`config.mk`:
```
export PLATFORM = sky130hd
export DESIGN_NAME = bell_ringer
export DESIGN_NICKNAME = d
export VERILOG_FILES = /design/src/rtl/bell_pkg.sv /design/src/rtl/bell_sec_timer.sv /design/src/rtl/bell_ringer.sv
export SDC_FILE = /design/constraint.sdc
export NUM_CORES = 1
export LEC_CHECK = 0
export CAP_MARGIN = 20
export CELL_PAD_IN_SITES_DETAIL_PLACEMENT = 0
export CELL_PAD_IN_SITES_GLOBAL_PLACEMENT = 1
export CORE_MARGIN = 1.5
export CORE_UTILIZATION = 39
export CTS_CLUSTER_SIZE = 25
export DETAILED_ROUTE_END_ITERATION = 10
export PLACE_DENSITY_LB_ADDON = 0.12
export SLEW_MARGIN = 20
export SYNTH_ARGS = -nofsm -noshare
export SYNTH_HDL_FRONTEND = slang
export SYNTH_HIERARCHICAL = 1
export SYNTH_SLANG_ARGS = --single-unit
```
`constraint.sdc`:
```
create_clock -name CP -period 2.5 [get_ports CP]
set_input_delay 0.375 -clock CP [delete_from_list [all_inputs] [get_ports CP]]
set_output_delay 0.375 -clock CP [all_outputs]
set_load 0.05 [all_outputs]
```
`src/rtl/bell_pkg.sv`:
```
// Shared definitions for the alarm bell ringer.
//   bellState_t      : ringer FSM states
//   *_DEF constants  : default ring time, snooze time and snooze allowance
//   timerWidth()     : bits needed to hold the longer of the two countdowns
package bell_pkg;

  typedef enum logic [1:0] {
    IDLE   = 2'd0,
    RING   = 2'd1,
    SNOOZE = 2'd2,
    DONE   = 2'd3
  } bellState_t;

  localparam int RING_SECS_DEF   = 60;
  localparam int SNOOZE_SECS_DEF = 300;
  localparam int MAX_SNOOZE_DEF  = 3;

  // ceil(log2(max+1)), never narrower than one bit
  function automatic int timerWidth(input int ringSecs, input int snoozeSecs);
    int longest;
    longest = (ringSecs > snoozeSecs) ? ringSecs : snoozeSecs;
    return (longest < 1) ? 1 : $clog2(longest + 1);
  endfunction

endpackage

```
`src/rtl/bell_sec_timer.sv`:
```
// Loadable seconds down-counter shared by the RING and SNOOZE countdowns.
//   clk     : system clock
//   rst     : synchronous active-high clear (count = 0)
//   load    : load loadVal (wins over dec)
//   loadVal : countdown start value in seconds
//   dec     : one-second decrement request; saturates at zero
//   zero    : count is 0
//   lastSec : count is 1, so the next decrement expires the countdown
module bell_sec_timer #(
  parameter int W = 6
) (
  input  logic         clk,
  input  logic         rst,
  input  logic         load,
  input  logic [W-1:0] loadVal,
  input  logic         dec,
  output logic         zero,
  output logic         lastSec
);

  logic [W-1:0] count;

  always_ff @(posedge clk) begin
    if (rst) begin
      count <= '0;
    end else if (load) begin
      count <= loadVal;
    end else if (dec && (count != '0)) begin
      count <= count - 1'b1;
    end
  end

  assign zero    = (count == '0);
  assign lastSec = (count == W'(1));

endmodule

```
`src/rtl/bell_ringer.sv`:
```
// Alarm bell ringer: starts ringing on a rising alarm match, beats the
// sounder 1 s on / 1 s off, supports a limited number of snoozes and stops
// on StopKey, on ring timeout or when the arm switch is turned off.
//   CP        : system clock (rising edge)
//   CR        : synchronous active-high reset
//   EN        : global enable, low freezes everything and mutes the sounder
//   Tick1Hz   : one-CP pulse per second
//   Match     : alarm time equals current time (level)
//   BellEn    : alarm arm switch
//   SnoozeKey : debounced single-CP snooze request
//   StopKey   : debounced single-CP stop request
//   BellRadio : registered sounder drive
//   Ringing   : high while ringing
//   Snoozed   : high while snoozing
//   SnoozeCnt : snoozes used in the current alarm event
module bell_ringer
  import bell_pkg::*;
#(
  parameter int RING_SECS   = RING_SECS_DEF,
  parameter int SNOOZE_SECS = SNOOZE_SECS_DEF,
  parameter int MAX_SNOOZE  = MAX_SNOOZE_DEF
) (
  input  logic       CP,
  input  logic       CR,
  input  logic       EN,
  input  logic       Tick1Hz,
  input  logic       Match,
  input  logic       BellEn,
  input  logic       SnoozeKey,
  input  logic       StopKey,
  output logic       BellRadio,
  output logic       Ringing,
  output logic       Snoozed,
  output logic [1:0] SnoozeCnt
);

  localparam int            TW           = timerWidth(RING_SECS, SNOOZE_SECS);
  localparam logic [TW-1:0] RING_LOAD    = TW'(RING_SECS);
  localparam logic [TW-1:0] SNOOZE_LOAD  = TW'(SNOOZE_SECS);
  localparam logic [1:0]    SNOOZE_LIMIT = 2'(MAX_SNOOZE);

  bellState_t    state;
  logic          matchQ;
  logic          beat;
  logic [1:0]    snoozeCntQ;
  logic          radioQ;
  logic          ringQ;
  logic          snzQ;

  logic          trigger;
  logic          timerLoad;
  logic [TW-1:0] timerLoadVal;
  logic          timerDec;
  logic          timerZero;
  logic          timerLast;
  logic          secEnd;

  assign trigger = Match & ~matchQ & BellEn;
  // A tick that takes the countdown to zero (or finds it already there)
  assign secEnd  = Tick1Hz & (timerLast | timerZero);

  // Timer control mirrors the FSM decisions below; keys pre-empt ticks.
  always_comb begin
    timerLoad    = 1'b0;
    timerLoadVal = RING_LOAD;
    timerDec     = 1'b0;
    if (EN && BellEn) begin
      case (state)
        IDLE: begin
          timerLoad = trigger;
        end
        RING: begin
          if (!StopKey && SnoozeKey && (snoozeCntQ < SNOOZE_LIMIT)) begin
            timerLoad    = 1'b1;
            timerLoadVal = SNOOZE_LOAD;
          end else if (!StopKey && !SnoozeKey) begin
            timerDec = Tick1Hz;
          end
        end
        SNOOZE: begin
          if (!StopKey) begin
            if (secEnd) begin
              timerLoad = 1'b1;
            end else begin
              timerDec = Tick1Hz;
            end
          end
        end
        default: begin
        end
      endcase
    end
  end

  bell_sec_timer #(
    .W(TW)
  ) uTimer (
    .clk     (CP),
    .rst     (CR),
    .load    (timerLoad),
    .loadVal (timerLoadVal),
    .dec     (timerDec),
    .zero    (timerZero),
    .lastSec (timerLast)
  );

  always_ff @(posedge CP) begin
    if (CR) begin
      state      <= IDLE;
      matchQ     <= 1'b0;
      beat       <= 1'b0;
      snoozeCntQ <= 2'd0;
      radioQ     <= 1'b0;
      ringQ      <= 1'b0;
      snzQ       <= 1'b0;
    end else if (!EN) begin
      radioQ <= 1'b0;
    end else begin
      matchQ <= Match;
      if (!BellEn) begin
        state      <= IDLE;
        beat       <= 1'b0;
        snoozeCntQ <= 2'd0;
        radioQ     <= 1'b0;
        ringQ      <= 1'b0;
        snzQ       <= 1'b0;
      end else begin
        case (state)
          IDLE: begin
            snoozeCntQ <= 2'd0;
            if (trigger) begin
              state  <= RING;
              beat   <= 1'b1;
              radioQ <= 1'b1;
              ringQ  <= 1'b1;
            end
          end
          RING: begin
            if (StopKey || (SnoozeKey && (snoozeCntQ >= SNOOZE_LIMIT)) ||
                (!SnoozeKey && secEnd)) begin
              state  <= DONE;
              radioQ <= 1'b0;
              ringQ  <= 1'b0;
              snzQ   <= 1'b0;
            end else if (SnoozeKey) begin
              state      <= SNOOZE;
              snoozeCntQ <= snoozeCntQ + 2'd1;
              radioQ     <= 1'b0;
              ringQ      <= 1'b0;
              snzQ       <= 1'b1;
            end else if (Tick1Hz) begin
              beat   <= ~beat;
              radioQ <= ~beat;
            end else begin
              // re-drives the sounder after an EN-low mute
              radioQ <= beat;
            end
          end
          SNOOZE: begin
            if (StopKey) begin
              state  <= DONE;
              radioQ <= 1'b0;
              ringQ  <= 1'b0;
              snzQ   <= 1'b0;
            end else if (secEnd) begin
              state  <= RING;
              beat   <= 1'b1;
              radioQ <= 1'b1;
              ringQ  <= 1'b1;
              snzQ   <= 1'b0;
            end
          end
          DONE: begin
            if (!Match) begin
              state      <= IDLE;
              snoozeCntQ <= 2'd0;
            end
          end
          default: begin
            state <= IDLE;
          end
        endcase
      end
    end
  end

  assign BellRadio = radioQ;
  assign Ringing   = ringQ;
  assign Snoozed   = snzQ;
  assign SnoozeCnt = snoozeCntQ;

endmodule

```
Word-level counts from Yosys, hierarchy flattened
Index checks and enable logic that the tools add are counted.
- bits in registers: 18
- bits of input ports: 8
- output and inout port bits: 5
- logic and storage cells: 111
- add/sub/neg operators: 2
- magnitude comparators: 2
- equality and inequality tests: 18
- mux-type cells: 50
- bitwise operators: 8
- reductions and logical operators: 23
- operator list (cell ; count):
    9-bit 2-to-1 mux ; 5
    1-bit 2-to-1 mux ; 27
    3-bit != test (second input constant) ; 8
    2-bit 2-to-1 mux ; 10
    5-bit AND reduction ; 3
    1-bit one-hot mux with 3 select lines ; 4
    9-bit by 1-bit equality test with 1-bit output (second input constant) ; 1
    9-bit zero test ; 1
    9-bit nonzero test ; 1
    9-bit by 1-bit subtractor with 9-bit output (second input constant) ; 1
    4-bit by 1-bit != test with 1-bit output (second input constant) ; 2
    4-bit != test (second input constant) ; 2
    2-bit one-hot mux with 4 select lines ; 1
    1-bit logical AND ; 7
    7-bit AND reduction ; 1
    2-bit one-hot mux with 3 select lines ; 1
    2-bit equality test (second input constant) ; 2
    1-bit NOT ; 4
    1-bit one-hot mux with 2 select lines ; 2
    4-bit AND reduction ; 1
    1-bit bitwise AND ; 3
    3-bit by 1-bit != test with 1-bit output (second input constant) ; 1
    3-bit AND reduction ; 1
    3-bit nonzero test ; 1
    other kinds (11) ; 13

Logic depth before layout (Yosys ltp)
Gate-level depths: netlist (run 1).
- depth in word-level cells: 10
- gate-level depth with buffers: 12
- mapped depth without buffers: 11

Modules after synthesis
Netlist (run 1), hierarchy kept.
- modules (own cells, without submodules) (module ; instances ; cells an instance ; area each (um2) ; sequential area each (um2)):
    bell_ringer ; 1 ; 103 ; 832.0 ; 180.2
    bell_sec_timer ; 1 ; 84 ; 669.4 ; 180.2

Least setup slack after synthesis (run 1)
Ideal clock, no wire load.
- path type: reg2reg
- from: reg uTimer.count[0]
- to: reg uTimer.count[5]
- setup time: 0.091 ns
- data arrival time: 2.662 ns
- required time: 2.409 ns
- path slack: -0.252 ns
- stages on the path, launching flop included: 12
- period minus slack after synthesis: 2.752 ns
- path through: dfxtp_1 inv_1 ha_1 or4b_1 nor2_1 nor2_1 a21oi_1 nor4_1 buf_4 or4b_4 or4b_1 a311oi_1
- longest elaborated chain between the ends: 9
- elaborated cells between the ends (all ways): 18
- classes of those cells: add/sub: 1; eq/ne: 1; mux: 10; bitwise: 2; reduce/logical: 4
- RTL lines (item ; RTL line ; RTL):
    start: declaration ; bell_sec_timer.sv:21 ; logic [W-1:0] count;
    start signal: assignment ; bell_sec_timer.sv:27 ; count <= loadVal;
    start signal: assignment ; bell_sec_timer.sv:29 ; count <= count - 1'b1;
    9-bit zero test ; bell_sec_timer.sv:33 ; assign zero = (count == '0);
    named net timerZero ; bell_ringer.sv:54 ; logic timerZero;
    1-bit bitwise OR ; bell_ringer.sv:60 ; assign secEnd = Tick1Hz & (timerLast | timerZero);
    1-bit bitwise AND ; bell_ringer.sv:60 ;
    1-bit 2-to-1 mux ; bell_ringer.sv:82 ; if (secEnd) begin
    1-bit 2-to-1 mux ; bell_ringer.sv:81 ; if (!StopKey) begin
    1-bit one-hot mux with 2 select lines ; bell_ringer.sv:68 ; case (state)
    1-bit 2-to-1 mux ; bell_ringer.sv:67 ; if (EN && BellEn) begin
    named net timerDec ; bell_ringer.sv:53 ; logic timerDec;
    1-bit logical AND ; bell_sec_timer.sv:28 ; end else if (dec && (count != '0)) begin
    2-bit nonzero test (no line) ; -- ;
The timed path passes the listed nets, and every way through them passes these cells. The select of a mux whose other input is x is not followed.
A chain may end at the register's enable or synchronous reset.

Final worst setup path (run 1)
Ends and elaborated chain as after synthesis.

==> results.cfg, run 1 <==
[hold_path]
hold_class = flip-flop to flip-flop
hold_end = beat
hold_depth = 2
hp-start = beat

[floorplanning]
fp.dieW_um = 65.0
core-area_um2 = 3690
ioPinCount = 13
die_h_um = 65.0
row_count = 22
die_area_um2 = 4230
start_util_pct = 40.7

[logic_synthesis]
yosysTopAreaCell = dfxtp_1
syn_area_per_cell_um2 = 8.03
synth_top_area_share_pct = 24.0
synthesis.area_um2 = 1500
ys_ff_latch = 18
synth_seq_area_share_pct = 24.0
synth_edf_count = 0
ys_top_cells_by_count = dfxtp_1, inv_1, nand2_1, nor2_1, a21oi_1
async_reset_ff_share_pct = 0
ys.flop_type = dfxtp_1
synth_warnings = 6
synth.distinct_cells = 57
synth.area.top_cells = dfxtp_1, ha_1, inv_1
synth_most_common_cell = dfxtp_1
synthCells = 187

[timing]
tightest_slew_ns = 0.545
clock.fmax_mhz = 397
setup_viol = 1
worst_slack_ns = -0.0212
slew_viol_final = 0
hold_viol = 0
finalSetupTns_ns = -0.0212
min_period_over_period_pct = 101
slew_headroom_pct = 63.6
rsz0062_at_grt = true
whs_ns = 0.516
fin_skew_ns = 0.00830
fin_crit_ns = 2.52

[global_routing]
gr-total-overflow = 0
grt_max_degree = 14
grt_pass1_wl_um = 7340
grt_antenna_before_repair = 0
grt_pass1_vias = 1638
track_usage_pct = 22.8

[layout]
fin_nets = 268
antenna_cells = 0
n_fill_cell = 353
drive_gt1_share_pct = 34.1
final_cells = 297
stdcell_area_um2 = 2190
syn2layout_area_growth_pct = 45.8

[placement]
routabilityCongestion = 0.893
place_inst = 292
port_buffers = 12
post-dp-hpwl_um = 3730
dpl-instance-area_um2 = 2030

[clocking]
clk_pin_slew_ns = 0.08
cts_tree = yes
cts-root-buf = clkbuf_8
cts_buffer_depth = 2
numCtsBuffers = 3
cts_sinks = 18
h-tree-depth = 1
holdBufCountCts = 0
insertion_delay_ns = 0.26

[detailed_routing]
ant_nets = 0
via_count = 1656
first_pass_iters = 4
wirelength_um = 4710
drc = 0
wl_per_cell_um = 15.9
drt_iter0_drc = 95
viasPerCell = 5.58

[worst_setup_path]
critPathKind = flip-flop to flip-flop
ff2ff_setup_slack_ns = -0.02
cp-end-kind = flip-flop
cp-start-kind = flip-flop
crit_top_cell = or4b_4
cp.arrival_ns = 2.69
r2r.worst_path.cells = 10
startpoint = uTimer/count[0]
path_cells = inv_4 > ha_4 > or4b_4 > nor2_4 > nor2_2 > a21oi_2 > nor4_4 > or4b_4 > or4b_1 > a311oi_1
reg2reg_from = uTimer/count[0]
max_stage_delay_ns = 0.50
cp_max_fo = 4
worstPathRequired_ns = 2.66
cp_slowest_cell = or4b_4
r2r_end = uTimer/count[5]

[pwr]
vdd_drop_max_mv = 0.191
power.density_nw_per_um2 = 405
power_mw = 0.886
p_leak_nw = 0.893

[status]
status = complete, but fails checks
violations = negative setup slack

[flow_run]
maxCapViolations = 0
flip-flops by register name, indices dropped and copies added, names as in the netlist:
register and cells:
matchQ 1, SnoozeCnt 2, Ringing 1, state 2, Snoozed 1, beat 1, BellRadio 1, uTimer/count 9
cells in the final DEF, fill, tap and decap left out, drive strengths merged, types with 3 or more instances in the layout:
master / Yosys / final
or4: 3 / 3
a21oi: 12 / 12
clkbuf: 5 / 4
nand2: 15 / 15
nor2: 15 / 15
o2111ai: 4 / 4
or4b: 4 / 4
buf: 4 / 50
o211ai: 5 / 5
ha: 10 / 10
nor4: 4 / 4
nor2b: 4 / 4
inv: 15 / 15
nor3: 6 / 6
clkdlybuf4s50: 0 / 12
dfxtp: 18 / 18
nand3: 6 / 6
nand4: 3 / 3
o21ai: 9 / 9
a211o: 3 / 3
conb: 2 / 7
a31oi: 4 / 4
mux2i: 4 / 4
a311oi: 3 / 3
critical path: cells and delay by family, from the launching register on:
kind	cells	cell delay, ns
adder cells (fa/ha/maj)	1	0.14
flip-flops	1	0.38
AND/OR/NAND/NOR	6	1.56
buffers and inverters	1	0.04
AO/OA/AOI/OAI	2	0.31
layout make-up:
cell class | instances | area (um^2) | area share (%)
tap | 48 | 60.1 | 2.74
multi-input combinational | 150 | 1140 | 52.1
timing repair buffer | 62 | 507 | 23.2
clock buffer | 4 | 55.1 | 2.52
sequential | 18 | 367 | 16.8
inverter | 15 | 58.8 | 2.69
logic make-up after synthesis:
| kind of cell | after synthesis | share of synthesized area, % |
|---|---|---|
| buffers and inverters | 24 | 6.83 |
| AO/OA/AOI/OAI | 54 | 27.8 |
| other | 2 | 0.500 |
| adder cells (fa/ha/maj) | 10 | 8.33 |
| multiplexers | 4 | 2.67 |
| flip-flops | 18 | 24.0 |
| AND/OR/NAND/NOR | 73 | 28.8 |
| XOR/XNOR | 2 | 1.17 |
how the worst max path moves through the flow:
stage                                 end  slack, ns  depth (start not counted)
final                     uTimer/count[5]      -0.02                         10
after detailed placement  uTimer/count[5]      -0.28                          7
after global routing      uTimer/count[5]      -0.16                         10
after floorplan           uTimer/count[5]      -0.13                         11
after CTS                 uTimer/count[5]      -0.05                         10
after global placement    uTimer/count[5]      -0.19                          7
metal layers:
layer	global-route usage [%]	routed length, um	up-vias
met5	0	0	-
met4	10.7	153	0
met3	2.78	136	16
met2	45.7	2470	36
met1	22.9	1950	784
li1	-	-	820
timing repair:
item,CTS,global route
gates resized for setup,12,10
setup endpoints to repair,9,9
pin swaps,8,7
setup buffers,1,0
where the power goes:
group / total, mW / leakage (nW) / internal (mW) / switching (mW)
sequential: 0.313 / 0.148 / 0.300 / 0.0128
clock: 0.251 / 0.0288 / 0.140 / 0.111
combinational: 0.322 / 0.716 / 0.156 / 0.166
total: 0.886 / 0.893 / 0.596 / 0.290
stage by stage:
step,worst slack [ns],util [%]
after floorplan,-0.135,-
after CTS,-0.0465,58.3
after detailed placement,-0.279,55.1
final,-0.0212,59.3
after global routing,-0.156,59.3
after global placement,-0.185,55.1
Note: power is estimated with default switching activity, not from simulation.
==> run 2, diff against run 1 <==
- SLEW_MARGIN: 20 -> not set
==> results of run 2 <==
Final layout, timing and power as in run 1 (identical DEF).
